[config.mk]
export PLATFORM = sky130hd
export DESIGN_NAME = sprite_row_fetch
export DESIGN_NICKNAME = d
export VERILOG_FILES = /design/src/rtl/sprite_row_fetch.sv
export SDC_FILE = /design/constraint.sdc
export NUM_CORES = 1
export LEC_CHECK = 0
export ABC_AREA = 0
export BUFFER_PORTS_ARGS = -buffer_cell sky130_fd_sc_hd__buf_2
export CORE_MARGIN = 5
export CORE_UTILIZATION = 49
export DETAILED_ROUTE_END_ITERATION = 7
export PLACE_DENSITY = 0.74
export SETUP_SLACK_MARGIN = 0.4
export SKIP_CTS_REPAIR_TIMING = 1
export SLEW_MARGIN = 30
export SYNTH_ARGS = -nofsm -noshare
export SYNTH_HDL_FRONTEND = slang
export SYNTH_SLANG_ARGS = --single-unit
[constraint.sdc]
create_clock -name clk -period 2.61 [get_ports clk]
set_input_delay 0.522 -clock clk [delete_from_list [all_inputs] [get_ports clk]]
set_output_delay 0.522 -clock clk [all_outputs]
set_load 0.05 [all_outputs]
[src/rtl/sprite_row_fetch.sv]
// sprite_row_fetch: turns the raster position into sprite ROM word addresses
// and serialises each fetched word into one sprite bit per pixel strobe.
// One sprite row is SPRITE_DIM/WORD_W words; ROM address = {row, word}.
module sprite_row_fetch #(
  parameter int COORD_W    = 10,
  parameter int SPRITE_DIM = 64,
  parameter int WORD_W     = 16,
  parameter int ADDR_W     = 8
) (
  input  logic               clk,
  input  logic               reset_n,
  input  logic               pix_en,
  input  logic               visible,
  input  logic [COORD_W-1:0] hcount,
  input  logic [COORD_W-1:0] vcount,
  input  logic [COORD_W-1:0] sprite_x,
  input  logic [COORD_W-1:0] sprite_y,
  output logic [ADDR_W-1:0]  rom_addr,
  input  logic [WORD_W-1:0]  rom_dout,
  output logic               pixel_on,
  output logic               in_sprite
);

  localparam int ROW_W = $clog2(SPRITE_DIM);
  localparam int SEL_W = ADDR_W - ROW_W;
  localparam int BIT_W = $clog2(WORD_W);
  localparam int WORDS = SPRITE_DIM / WORD_W;

  typedef enum logic {S_IDLE, S_ACTIVE} state_t;

  state_t              state_q, state_d;
  logic [COORD_W-1:0]  sx_q, sx_d;
  logic [COORD_W-1:0]  sy_q, sy_d;
  logic [WORD_W-1:0]   shift_q, shift_d;
  logic [BIT_W-1:0]    bit_cnt_q, bit_cnt_d;
  logic [SEL_W-1:0]    word_cnt_q, word_cnt_d;
  logic [ADDR_W-1:0]   rom_addr_q, rom_addr_d;
  logic                pixel_on_q, pixel_on_d;
  logic                in_sprite_q, in_sprite_d;

  logic [COORD_W:0]    vdiff;
  logic [ROW_W-1:0]    row;
  logic                row_hit;
  logic                start_hit;
  logic                line_done;

  // One extra bit keeps vcount < sy from wrapping into a false hit.
  assign vdiff     = {1'b0, vcount} - {1'b0, sy_q};
  assign row       = vdiff[ROW_W-1:0];
  assign row_hit   = (vcount >= sy_q) && (vdiff < (COORD_W+1)'(SPRITE_DIM));
  assign start_hit = visible && row_hit && (hcount == sx_q);
  // Leave ACTIVE on blanking, leaving the sprite rows, or after the last bit of the last word.
  assign line_done = !visible || !row_hit ||
                     ((bit_cnt_q == '0) && (word_cnt_q == SEL_W'(WORDS-1)));

  // Shadow sprite position: only picked up at the first pixel of a frame so a move never tears.
  always_comb begin
    sx_d = sx_q;
    sy_d = sy_q;
    if (pix_en && (hcount == '0) && (vcount == '0)) begin
      sx_d = sprite_x;
      sy_d = sprite_y;
    end
  end

  // State register.
  always_ff @(posedge clk or negedge reset_n) begin
    if (!reset_n) state_q <= S_IDLE;
    else          state_q <= state_d;
  end

  // Next-state logic: start at the sprite's left edge, fall back to IDLE at line end or abort.
  always_comb begin
    state_d = state_q;
    if (pix_en) begin
      case (state_q)
        S_IDLE:   if (start_hit) state_d = S_ACTIVE;
        default:  if (line_done) state_d = S_IDLE;
      endcase
    end
  end

  // Output/datapath logic: word capture, bit serialisation and ROM address sequencing.
  always_comb begin
    pixel_on_d  = pixel_on_q;
    in_sprite_d = in_sprite_q;
    shift_d     = shift_q;
    bit_cnt_d   = bit_cnt_q;
    word_cnt_d  = word_cnt_q;
    rom_addr_d  = rom_addr_q;
    case (state_q)
      S_IDLE: begin
        // Keep word 0 of the current row presented so it is stable when the start pixel arrives.
        rom_addr_d = {row, SEL_W'(0)};
        if (pix_en) begin
          pixel_on_d  = 1'b0;
          in_sprite_d = 1'b0;
          if (start_hit) begin
            pixel_on_d  = rom_dout[WORD_W-1];
            in_sprite_d = 1'b1;
            shift_d     = rom_dout << 1;
            bit_cnt_d   = BIT_W'(1);
            word_cnt_d  = '0;
            rom_addr_d  = {row, SEL_W'(1)};
          end
        end
      end
      default: begin
        if (pix_en) begin
          if (line_done) begin
            pixel_on_d  = 1'b0;
            in_sprite_d = 1'b0;
            rom_addr_d  = {row, SEL_W'(0)};
          end else if (bit_cnt_q == '0) begin
            // Next word was addressed 16 strobes ago; fetch it and point at the one after.
            pixel_on_d  = rom_dout[WORD_W-1];
            in_sprite_d = 1'b1;
            shift_d     = rom_dout << 1;
            bit_cnt_d   = BIT_W'(1);
            word_cnt_d  = word_cnt_q + SEL_W'(1);
            rom_addr_d  = {row, word_cnt_q + SEL_W'(2)};
          end else begin
            pixel_on_d  = shift_q[WORD_W-1];
            in_sprite_d = 1'b1;
            shift_d     = shift_q << 1;
            bit_cnt_d   = bit_cnt_q + BIT_W'(1);
          end
        end
      end
    endcase
  end

  // Datapath and output registers, all cleared by the asynchronous reset.
  always_ff @(posedge clk or negedge reset_n) begin
    if (!reset_n) begin
      sx_q        <= '0;
      sy_q        <= '0;
      shift_q     <= '0;
      bit_cnt_q   <= '0;
      word_cnt_q  <= '0;
      rom_addr_q  <= '0;
      pixel_on_q  <= 1'b0;
      in_sprite_q <= 1'b0;
    end else begin
      sx_q        <= sx_d;
      sy_q        <= sy_d;
      shift_q     <= shift_d;
      bit_cnt_q   <= bit_cnt_d;
      word_cnt_q  <= word_cnt_d;
      rom_addr_q  <= rom_addr_d;
      pixel_on_q  <= pixel_on_d;
      in_sprite_q <= in_sprite_d;
    end
  end

  assign rom_addr  = rom_addr_q;
  assign pixel_on  = pixel_on_q;
  assign in_sprite = in_sprite_q;

endmodule

==> out/results.tsv <==
stage	metric	value	unit
run_status	status	finished clean	
cells_and_area	final net count	453	
grt	first-pass GRT wire length	12050	um
logic_synthesis	Post-Syn Area	3029	sq um
logic_synthesis	YS warnings	0	
die	Die Area	7854	sq um
critical_path	worst-path fanout max	8	
critical_path	critical path cell sequence	buf_4 > inv_12 > ha_4 > inv_2 > fa_2 > a21o_1 > a221oi_2 > o21ai_1 > nor2b_2 > buf_6 > nand4_4 > clkbuf_16 > mux2_4	
critical_path	Worst Setup Start Kind	input port	
critical_path	FF-to-FF path depth	11	
drt	Via Count	2450	
cells_and_area	antenna cells	0	
clock_tree	clock sink total	51	
hold_path	Min-Delay Path Class	input port to async pin	
logic_synthesis	post-synth cell types	59	
critical_path	CP required	2.80	ns
critical_path	Crit-path slowest cell	fa_2	
grt	remaining global-route overflow	0	
sta	final worst path period need	2.449	ns
sta	Relative slew margins	46.21	%
placement	GPL Wtd Cong	0.8646	
clock_tree	H-tree levels	2	
sta	Hold Slack	0.2161	ns
clock_tree	Worst-Skew Late Latency	0.31	ns
drt	DR pass1 iterations	5	
die	Core Footprint	5956	sq um
die	Core Rows	28	
drt	final wirelength	7298	um
logic_synthesis	Gate Count Post-Synth	272	
critical_path	FF-to-FF End	shift_q[9]$_DFFE_PN0P_	
critical_path	Worst EP arrival	2.64	ns
logic_synthesis	syn nets	346	
sta	unrepaired setup endpoints after global routing	yes	
die	die extent in x	88.63	um
power_and_ir_drop	peak supply drop	318.2	uV
critical_path	CP Capture Type	flip-flop	
cells_and_area	share of layout cells above drive strength 1	51.05	%
logic_synthesis	Async S/R FF share, synth	100.0	%
critical_path	slowest stage delay, CP	0.34	ns
logic_synthesis	post-synthesis area per instance	11.14	sq um
clock_tree	Root Buffer Master	clkbuf_8	
drt	final antenna-violating net count	0	
placement	IO Port Bufs	69	
sta	Worst-Margin Slew	0.8059	ns
grt	initial antenna violation count	0	
drt	Vias/cell	5.385	
placement	Detailed Place HPWL	5609	um
logic_synthesis	post-synthesis sequential area ratio	42.13	%
power_and_ir_drop	Pwr Density	367.7	nW/um^2
critical_path	Reg-to-Reg Start	sy_q[0]$_DFFE_PN0P_	
run	Max Cap Viol	0	
sta	Slew Limit Fails	0	
logic_synthesis	number of synthesized flops with an enable pin	0	
sta	fin crit share	93.82	%
logic_synthesis	Main synth FF type	dfrtp_1	
drt	average wire per standard cell	16.04	um
critical_path	kind of critical path	input port to flip-flop	
sta	Final setup viols	0	
power_and_ir_drop	Pwr Total	1.473	mW
sta	Max Fclk	408.4	MHz
clock_tree	CTS Buf Count	5	
power_and_ir_drop	LEAKAGE	2.075	nW
clock_tree	Clock Path Buffers	2	
clock_tree	CTS clk-pin slew, worst paths	0.11	ns
grt	vias in the first global route	2545	
drt	violation count after the first detailed-route iteration	117	
clock_tree	CTS tree	built	
logic_synthesis	#FFs+latches synth	51	
sta	final hold vios	0	
die	initial core utilization	50.86	%
critical_path	worst reg-to-reg setup slack	0.17	ns
die	I/O pin count	70	
drt	# DRC	0	
grt	largest net degree at the start of global routing	27	
die	Die Span Y	88.63	um
grt	Tot GR Track Use	19.61	%
sta	Clock Skew	0.01583	ns
cells_and_area	Layout area overhead	32.22	%
-- synthesized netlist by cell type, types with 2 or more instances --
master / instances / area [sq um]
nor2_1: 2 / 7.510
buf_2: 2 / 10.01
xor2_1: 13 / 113.9
o21ai_0: 13 / 65.06
dfrtp_1: 51 / 1276
a31o_2: 2 / 17.52
o31ai_1: 2 / 15.01
a21oi_1: 8 / 40.04
o21ai_1: 2 / 10.01
nand4_1: 4 / 25.02
mux2_2: 32 / 360.4
ha_1: 13 / 162.7
buf_6: 2 / 22.52
nor4_1: 6 / 37.54
nor2b_1: 2 / 12.51
nand2b_1: 2 / 12.51
a211oi_1: 2 / 15.01
a21o_1: 3 / 22.52
xnor2_1: 2 / 17.52
mux2i_1: 2 / 20.02
mux2_4: 12 / 180.2
nor3_1: 6 / 30.03
and3_2: 2 / 15.01
nand3_1: 9 / 45.04
inv_1: 19 / 71.32
clkbuf_1: 3 / 11.26
and3_1: 3 / 18.77
nand2_1: 19 / 71.32
nor3b_1: 2 / 15.01
a41oi_1: 3 / 26.28
-- registers in the layout, indices dropped and copies added, names as in the netlist --
| name | cells |
|---|---|
| rom_addr | 8 |
| bit_cnt_q | 4 |
| word_cnt_q | 2 |
| state_q | 1 |
| shift_q | 15 |
| pixel_on | 1 |
| sy_q | 10 |
| sx_q | 10 |
-- cell usage in the layout, fill, tap and decap left out, drive strengths merged, types with 6 or more instances in the layout --
master,n
o21ai,15
inv,19
nand2,19
buf,107
nor3,6
nor4,6
mux2,44
dfrtp,51
xor2,13
ha,13
nand3,9
clkbuf,7
a21oi,8
-- how the worst max path moves through the flow --
stage	startpoint	end	slack [ns]	cells past startpoint
final	vcount[0]	shift_q[9]$_DFFE_PN0P_	0.16	13
after detailed placement	vcount[0]	rom_addr[6]$_DFFE_PN0P_	-0.38	12
after CTS	sy_q[0]$_DFFE_PN0P_	rom_addr[6]$_DFFE_PN0P_	-0.07	10
after global routing	sy_q[0]$_DFFE_PN0P_	shift_q[13]$_DFFE_PN0P_	0.05	11
after floorplan	vcount[0]	rom_addr[3]$_DFFE_PN0P_	0.009	12
after global placement	vcount[0]	rom_addr[6]$_DFFE_PN0P_	-0.30	12
-- report_power, final --
group | leakage (nW) | switching [mW] | internal [mW]
registers | 0.626 | 0.00457 | 0.797
clock network | 0.0412 | 0.272 | 0.188
logic | 1.41 | 0.112 | 0.0992
total | 2.07 | 0.388 | 1.08
-- worst max-delay path: cells and delay by family --
| kind | cells | cell delay, ns |
|---|---|---|
| AO/OA/AOI/OAI | 3 | 0.56 |
| adder cells (fa/ha/maj) | 2 | 0.47 |
| buffers and inverters | 5 | 0.55 |
| multiplexers | 1 | 0.29 |
| AND/OR/NAND/NOR | 2 | 0.24 |
-- metrics by stage --
stage               util [%]  instances  setup TNS [ns]  setup WS [ns]  area (sq um)
CTS                    64.10        450         -0.5441       -0.07384          3817
floorplan                  -        272               0       0.008722          3073
global route           67.25        455               0        0.04708          4005
detailed placement     62.67        442          -8.201        -0.3778          3732
global placement       62.67        442          -6.486        -0.3013          3732
finish                 67.25        455               0         0.1612          4005
-- logic make-up (layout without fill, tap and decap cells) --
| kind of cell | after synthesis | count (layout) | synth area share [%] |
|---|---|---|---|
| muxes | 46 | 46 | 18.50 |
| AOI/OAI and AO/OA | 53 | 53 | 12.76 |
| xor gates and xnor gates | 15 | 15 | 4.337 |
| buffers and inverters | 27 | 135 | 4.048 |
| DFF | 51 | 51 | 42.13 |
| and+or+nand+nor | 66 | 66 | 12.19 |
| adders and majority gates | 14 | 14 | 6.031 |
-- per-layer routing --
metal,global-route usage [%],vias to the layer above,share of wire [%]
met3,3.724,4,5.2
met4,3.297,0,0.60
met5,0,-,0
met2,33.87,61,50
met1,25.99,1174,44
li1,-,1211,-
-- layout make-up --
cell class,count,area [sq um]
Fill cell,479,1951
Sequential cell,51,1276
Tap cell,75,93.84
Multi-Input combinational cell,194,1779
Timing Repair Buffer,108,686.9
Inverter,19,83.83
Clock inverter,2,12.51
Clock buffer,6,72.57
Note: power is estimated with default switching activity, not from simulation.
